--- src/rtl/port_rr_scheduler.sv ---
// Round-robin read scheduler: shares one output link among N_PORTS fifos,
// draining the granted fifo in bursts of up to MAX_BURST words.
module port_rr_scheduler #(
  parameter  int unsigned N_PORTS   = 4,
  parameter  int unsigned W_WIDTH   = 8,
  parameter  int unsigned MAX_BURST = 4,
  localparam int unsigned PW        = $clog2(N_PORTS),
  localparam int unsigned CW        = $clog2(MAX_BURST + 1)
) (
  input  logic                       clk,
  input  logic                       rst_n,
  input  logic [N_PORTS-1:0]         fifo_empty_i,
  input  logic [N_PORTS*W_WIDTH-1:0] fifo_data_i,
  output logic [N_PORTS-1:0]         fifo_rd_en_o,
  input  logic                       out_ready_i,
  output logic                       out_valid_o,
  output logic [W_WIDTH-1:0]         out_data_o,
  output logic [PW-1:0]              out_port_o,
  output logic                       busy_o
);

  typedef enum logic {IDLE = 1'b0, SERVE = 1'b1} state_e;

  state_e         state_q, state_d;
  logic [PW-1:0]  ptr_q, ptr_d;
  logic [PW-1:0]  grant_q, grant_d;
  logic [CW-1:0]  cnt_q, cnt_d;
  logic           out_valid_q, out_valid_d;
  logic [PW-1:0]  out_port_q, out_port_d;

  logic           found;
  logic [PW-1:0]  pick;
  int unsigned    scan;
  logic           rd_go;
  logic [PW-1:0]  grant_nxt;

  // First non-empty port at or after ptr, wrapping modulo N_PORTS
  always_comb begin
    found = 1'b0;
    pick  = '0;
    scan  = 0;
    for (int unsigned k = 0; k < N_PORTS; k++) begin
      scan = 32'(ptr_q) + k;
      if (scan >= N_PORTS) scan = scan - N_PORTS;
      if (!found && !fifo_empty_i[PW'(scan)]) begin
        found = 1'b1;
        pick  = PW'(scan);
      end
    end
  end

  // Read issue decision; never reads an empty fifo or exceeds the burst
  always_comb begin
    rd_go = (state_q == SERVE) && out_ready_i && !fifo_empty_i[grant_q] &&
            (cnt_q < CW'(MAX_BURST));
    fifo_rd_en_o = rd_go ? (N_PORTS'(1) << grant_q) : '0;
    grant_nxt    = (grant_q == PW'(N_PORTS - 1)) ? '0 : grant_q + PW'(1);
  end

  // Next-state logic for the IDLE/SERVE scheduler
  always_comb begin
    state_d     = state_q;
    ptr_d       = ptr_q;
    grant_d     = grant_q;
    cnt_d       = cnt_q;
    out_valid_d = rd_go;
    out_port_d  = rd_go ? grant_q : out_port_q;
    case (state_q)
      IDLE: begin
        if (found) begin
          grant_d = pick;
          cnt_d   = '0;
          state_d = SERVE;
        end
      end
      SERVE: begin
        if (rd_go) cnt_d = cnt_q + CW'(1);
        if ((rd_go && (cnt_q + CW'(1) == CW'(MAX_BURST))) || fifo_empty_i[grant_q]) begin
          state_d = IDLE;
          ptr_d   = grant_nxt;
        end
      end
      default: state_d = IDLE;
    endcase
  end

  // State and output registers
  always_ff @(posedge clk or negedge rst_n) begin
    if (!rst_n) begin
      state_q     <= IDLE;
      ptr_q       <= '0;
      grant_q     <= '0;
      cnt_q       <= '0;
      out_valid_q <= 1'b0;
      out_port_q  <= '0;
    end else begin
      state_q     <= state_d;
      ptr_q       <= ptr_d;
      grant_q     <= grant_d;
      cnt_q       <= cnt_d;
      out_valid_q <= out_valid_d;
      out_port_q  <= out_port_d;
    end
  end

  // fifo data_out is registered, so the word read last cycle is on its slice now
  always_comb begin
    out_valid_o = out_valid_q;
    out_port_o  = out_port_q;
    busy_o      = (state_q == SERVE);
    out_data_o  = out_valid_q ? fifo_data_i[32'(out_port_q)*W_WIDTH +: W_WIDTH] : '0;
  end

endmodule
--- config.mk ---
export PLATFORM = sky130hd
export DESIGN_NAME = port_rr_scheduler
export DESIGN_NICKNAME = d
export VERILOG_FILES = /design/src/rtl/port_rr_scheduler.sv
export SDC_FILE = /design/constraint.sdc
export NUM_CORES = 1
export LEC_CHECK = 0
export ABC_CLOCK_PERIOD_IN_PS = 4400
export BUFFER_PORTS_ARGS = -buffer_cell sky130_fd_sc_hd__buf_2
export CAP_MARGIN = 40
export CORE_MARGIN = 4
export CORE_UTILIZATION = 46
export DETAILED_ROUTE_END_ITERATION = 16
export PLACE_DENSITY_LB_ADDON = 0.1
export SYNTH_ARGS = -nofsm -noshare
export SYNTH_HDL_FRONTEND = slang
export SYNTH_SLANG_ARGS = --single-unit
--- constraint.sdc ---
create_clock -name clk -period 4.4 [get_ports clk]
set_clock_uncertainty 0.2 [all_clocks]
set_input_delay 0.22 -clock clk [delete_from_list [all_inputs] [get_ports clk]]
set_output_delay 0.22 -clock clk [all_outputs]
set_load 0.01 [all_outputs]
==> impl_metrics.tcl, run 1 <==
set metrics [dict create \
    start_kind "flop" \
    path_cells "mux2i_1 > nand2_1 > a21oi_4 > and2_1 > buf_2" \
    finalWirelength_um 2370 \
    overflow 0 \
    rsz0062_at_grt "false" \
    setup_viol 0 \
    worst-path-max-fanout 9 \
    drtAntennaViolNets 0 \
    gr-usage-met1_pct 18.0 \
    peakVddDrop_mv 0.331 \
    cp-end-kind "output pin" \
    routedWlPerCell_um 14.0 \
    core_area_um2 1940 \
    worst_path_max_delay_cell "dfrtp_1" \
    crit_type "reg -> out" \
    diodes 0 \
    synth.cell_area_um2 933 \
    gp_congestion 0.792 \
    crit_path_max_incr_delay_ns 0.51 \
    initial_core_util_pct 48.1 \
    cp.arrival_ns 1.86 \
    htree_num_levels 1 \
    layout_min_cycle_time_ns 2.28 \
    fp.dieArea_um2 2810 \
    p_int_uw 379 \
    fmax_ghz 0.439 \
    ys_types 30 \
    seqPwrFrac_pct 36.4 \
    cts_buffers 3 \
    slew_violations 0 \
    root_buffer "clkbuf_4" \
    p_sw_uw 273 \
    grt_use_met3_pct 3.38 \
    final_hold_viol_count 0 \
    swShare_pct 41.9 \
    combPwrFrac_pct 52.7 \
    critical_path_required_ns 3.98 \
    fin_crit_sh_pct 51.8 \
    status "finished, final reports clean" \
    io_pins 55 \
    portBuffers 54 \
    power.density_nw_per_um2 517 \
    clockPowerShare_pct 10.9 \
    die_w_um 53.0 \
    syn_inst 86 \
    synth_area_leaders "dfrtp_1, mux4_2, and2_1" \
    avgViaCountPerCell 5.17 \
    syn_nets 131 \
    max_cap_viol_count 0 \
    grt_pass1_vias 853 \
    cts.sinks 11 \
    clockBufferDepth 2 \
    use_met2_pct 35.7 \
    grtUsageTotal_pct 18.3 \
    cts_tree "built" \
    die_h_um 53.0 \
    drive_gt1_share_pct 50.3 \
    slew_headroom_pct 63.8 \
    place_area_um2 1220 \
    power.leakage_nw 0.640 \
    fp-row-count 16 \
    clk_pin_slew_ns 0.07 \
    drc 0 \
    grt_max_degree 12 \
    synth.top_cell.area_share_pct 29.5 \
    cts_hold_buf 1 \
    tightest_slew_ns 0.543 \
    grt_pass1_wl_um 3710 \
    fin_tns_setup_ns 0 \
    cts_resized 0 \
    antenna_found_initial 0 \
    num_vias 879 \
    grt.busiest_layer "met2" \
    postLayoutCellArea_um2 1260 \
    yosysWarnings 0 \
    yosysTopAreaCell "dfrtp_1" \
    synth-seq-cells 11 \
    drt-initial-drc-count 4 \
    min_path_type "in -> reg" \
    seq_area_frac_synth_pct 29.5 \
    hpwl_um 1960 \
    dr.pass1.iters 4 \
    post-cts-setup-buffers 0 \
    clkLatencyLatePin_ns 0.27 \
    synth_area_per_cell_um2 10.9 \
    area_delta_synth_final_pct 35.1 \
    layout.nets 189 \
]
path summary, 6_finish.rpt:
check | start | end | slack [ns] | cells past startpoint
min in group asynchronous | rst_n | grant_q[1] | 0.14 | 2
max in group asynchronous | rst_n | grant_q[0] | 3.66 | 2
min reg2reg | cnt_q[0] | cnt_q[0] | 0.35 | 1
max | grant_q[1] | fifo_rd_en_o[2] | 2.12 | 5
max reg2reg | grant_q[1] | out_port_o[1] | 2.48 | 4
min | fifo_empty_i[1] | grant_q[0] | 0.10 | 4
final cells by class:
cell class	count	area, µm²
Timing Repair Buffer	55	280
Multi-Input combinational cell	70	634
Tap cell	27	33.8
Clock buffer	4	26.3
Sequential cell	11	275
Fill cell	171	681
Inverter	3	11.3
layer usage:
metal,up-vias,part of all wire [%]
met1,404,38
met3,4,11
met4,0,1.6
met5,-,0
li1,429,-
met2,42,49
power by group through the flow:
stage / registers, mW / logic [mW] / clock network, mW
2_1_floorplan: 0.201 / 0.279 / 0
3_3_place_gp: 0.234 / 0.335 / 0
3_5_place_dp: 0.240 / 0.344 / 0
4_1_cts: 0.238 / 0.346 / 0.0732
5_1_grt: 0.251 / 0.385 / 0.0782
6_report: 0.237 / 0.344 / 0.0711
kinds of logic after synthesis:
family                   after synthesis  synth area share, %
multiplexers                          14                 27.2
flip-flops                            11                 29.5
adder cells (fa/ha/maj)                6                 8.04
AO/OA/AOI/OAI                         15                 11.7
buffers and inverters                  5                 2.55
AND/OR/NAND/NOR                       35                 21.0
flip-flops by register name, indices dropped and copies added (netlist names):
register,flops
busy_o,1
ptr_q,2
out_port_o,2
out_valid_o,1
cnt_q,3
grant_q,2
through the flow:
step	setup slack [ns]	hold WS [ns]	std cells	util (%)	total power, mW
floorplan	2.63	-0.276	86	-	0.481
global placement	2.45	-0.0989	165	63.1	0.569
detailed placement	2.43	-0.0938	165	63.1	0.585
CTS	2.11	0.0994	170	64.9	0.658
global route	2.00	0.124	170	64.9	0.714
finish	2.12	0.101	170	64.9	0.651
cell usage after synthesis:
cell type / n
buf_2: 1
dfrtp_1: 11
nand3b_1: 1
and2_1: 12
nor3b_2: 1
o2bb2ai_1: 2
a21oi_4: 1
mux2_4: 2
and3b_1: 1
nor3b_1: 1
a221oi_1: 1
a21o_2: 1
buf_4: 1
nand2b_1: 1
mux4_2: 8
nor2_1: 4
o22ai_1: 1
ha_1: 6
mux2i_2: 1
mux2i_1: 3
o21a_1: 1
inv_1: 3
nand2_1: 9
nor2b_1: 2
a21oi_1: 4
o21ai_0: 3
nor3_1: 1
nand4_1: 1
nand2_2: 1
a22o_1: 1
worst max-delay path, delay by kind of cell, from the launching register on:
| kind | cells | cell delay, ns |
|---|---|---|
| multiplexers | 1 | 0.33 |
| buffers and inverters | 1 | 0.12 |
| flip-flops | 1 | 0.51 |
| AO/OA/AOI/OAI | 1 | 0.30 |
| AND/OR/NAND/NOR | 2 | 0.32 |
layout by cell type, fill, tap and decap left out, drive strengths merged:
master / count
nor3b: 2
o2bb2ai: 2
clkbuf: 4
nand2: 10
mux4: 8
nor2: 4
buf: 54
o21a: 1
nor3: 1
dlygate4sd3: 1
o21ai: 3
a21o: 1
nand2b: 1
nand4: 1
nand3b: 1
mux2: 2
nor2b: 2
o22ai: 1
and3b: 1
a21oi: 5
and2: 12
ha: 6
mux2i: 4
a22o: 1
inv: 3
dfrtp: 11
a221oi: 1
Note: power is estimated with default switching activity, not from simulation.
==> inputs of run 2 (changes only) <==
ABC_CLOCK_PERIOD_IN_PS = 2100   (was 4400)
CORE_UTILIZATION = 43   (was 46)
clock period = 2.1 ns   (was 4.4 ns; I/O delays follow)
==> impl_metrics.tcl, run 2 (same netlist as run 1, synthesis figures left out) <==
set metrics [dict create \
    power.density_nw_per_um2 1070 \
    area_delta_synth_final_pct 38.5 \
    drt-initial-drc-count 6 \
    start_kind "flop" \
    seqPwrFrac_pct 35.8 \
    clk_pin_slew_ns 0.07 \
    cp.arrival_ns 1.67 \
    crit_type "reg -> out" \
    reg2regPathDepth 4 \
    grtUsageTotal_pct 19.1 \
    cts_tree "built" \
    multi_input_area_um2 638 \
    drtAntennaViolNets 0 \
    clockPowerShare_pct 10.7 \
    grt_pass1_vias 875 \
    r2r-start "grant_q[1]" \
    worst-path-max-fanout 7 \
    place_area_um2 1240 \
    status "finished, final reports clean" \
    fp-row-count 16 \
    io_pins 55 \
    final_hold_viol_count 0 \
    layout_commonest_cell "buf_2" \
    r2r-end "out_port_o[1]" \
    setup_viol 0 \
    cts.sinks 11 \
    reg2reg_slack_ns 0.34 \
    grt_pass1_wl_um 3930 \
    clkLatencyLatePin_ns 0.27 \
    num_vias 879 \
    layout_min_cycle_time_ns 1.98 \
    largest_register_ff_count 3 \
    crit_start "grant_q[1]" \
    p_int_uw 820 \
    p_sw_uw 568 \
    initial_core_util_pct 46.6 \
    overflow 0 \
    dp.cells 167 \
    max_cap_viol_count 0 \
    grt_max_degree 12 \
    hold_depth 3 \
    hpwl_um 2040 \
    die_h_um 54.6 \
    critical_path_required_ns 1.79 \
    dr.pass1.iters 4 \
    regMostFlops "cnt_q" \
    antenna_found_initial 0 \
    fp.dieArea_um2 2980 \
    gp_congestion 0.749 \
    slew_headroom_pct 75.5 \
    cts_buffers 3 \
    power.leakage_nw 0.651 \
    fillers 186 \
    routedWlPerCell_um 14.1 \
    diodes 0 \
    drc 0 \
    root_buffer "clkbuf_4" \
    regArea_um2 278 \
    swShare_pct 40.9 \
    combPwrFrac_pct 53.5 \
    clockBufferDepth 2 \
    die_w_um 54.6 \
    postLayoutCellArea_um2 1290 \
    fin_cells 173 \
    fin_crit_sh_pct 94.3 \
    tightest_slew_ns 0.367 \
    min_path_type "in -> reg" \
    rsz0062_at_grt "false" \
    layout.nets 192 \
    portBuffers 54 \
    finalWirelength_um 2450 \
    worstSetupEndpoint "fifo_rd_en_o[1]" \
    peakVddDrop_mv 0.630 \
    layout_common_cells "buf_2, and2_1, nand2_1, dfrtp_1, mux4_2" \
    fin_tns_setup_ns 0 \
    htree_num_levels 1 \
    drive_gt1_share_pct 52.7 \
    fmax_ghz 0.505 \
    slew_violations 0 \
    core_area_um2 2000 \
    cp-end-kind "output pin" \
    avgViaCountPerCell 5.08 \
]
run 2: cell types whose count changed in the layout (fill, tap and decap cells not counted), sizes merged:
cell         before  now
dlygate4sd3       1    2
buf              54   56
run 2: metal layers:
| metal | track usage, % | part of all wire, % | vias to the layer above |
|---|---|---|---|
| met5 | 0 | 0 | - |
| met4 | 5.39 | 0.78 | 0 |
| met3 | 5.18 | 6.0 | 3 |
| met2 | 36.4 | 55 | 27 |
| met1 | 19.9 | 38 | 414 |
| li1 | - | - | 435 |
run 2: power groups by stage:
stage          clock [mW]  combinational [mW]  sequential (mW)
6_report            0.148               0.743            0.497
5_1_grt             0.168               0.835            0.533
4_1_cts             0.155               0.750            0.499
3_5_place_dp            0               0.745            0.502
3_3_place_gp            0               0.723            0.494
2_1_floorplan           0               0.585            0.422
run 2: metrics by stage:
stage	power, mW	setup WS, ns	hold WS, ns	utilization [%]
2_1_floorplan	1.01	0.373	-0.391	-
6_report	1.39	0.121	0.0215	64.6
3_3_place_gp	1.22	0.272	-0.213	61.9
4_1_cts	1.40	0.0104	0.0100	64.3
3_5_place_dp	1.25	0.238	-0.201	61.9
5_1_grt	1.53	0.00220	0.0229	64.6
run 2: timing repair:
action	CTS	global route
resized for setup	1	2
endpoints found under the hold margin	12	0
hold buffers	2	0
buffers inserted	0	0
endpoints found under the setup margin	8	4
pin swaps	0	0
run 2: how the worst min path moves through the flow:
| stage | start | slack, ns | end |
|---|---|---|---|
| 2_1_floorplan | rst_n | -0.39 | busy_o |
| 3_3_place_gp | rst_n | -0.21 | ptr_q[1] |
| 3_5_place_dp | rst_n | -0.20 | ptr_q[1] |
| 4_1_cts | fifo_empty_i[1] | 0.01 | busy_o |
| 5_1_grt | fifo_empty_i[1] | 0.02 | busy_o |
| 6_report | fifo_empty_i[1] | 0.02 | busy_o |
run 2: area by class of cell:
class	count	share of cell area, %
tap	27	2.61
sequential	11	21.5
timing repair buffer	58	23.6
multi-input combinational	70	49.4
inverter	3	0.871
clock buffer	4	2.03
run 2: critical path: stages, from the launching register on:
cell	delay [ns]
dfrtp_2	0.47
mux2i_2	0.34
nand2_2	0.11
a21oi_4	0.22
and2_1	0.15
buf_2	0.12
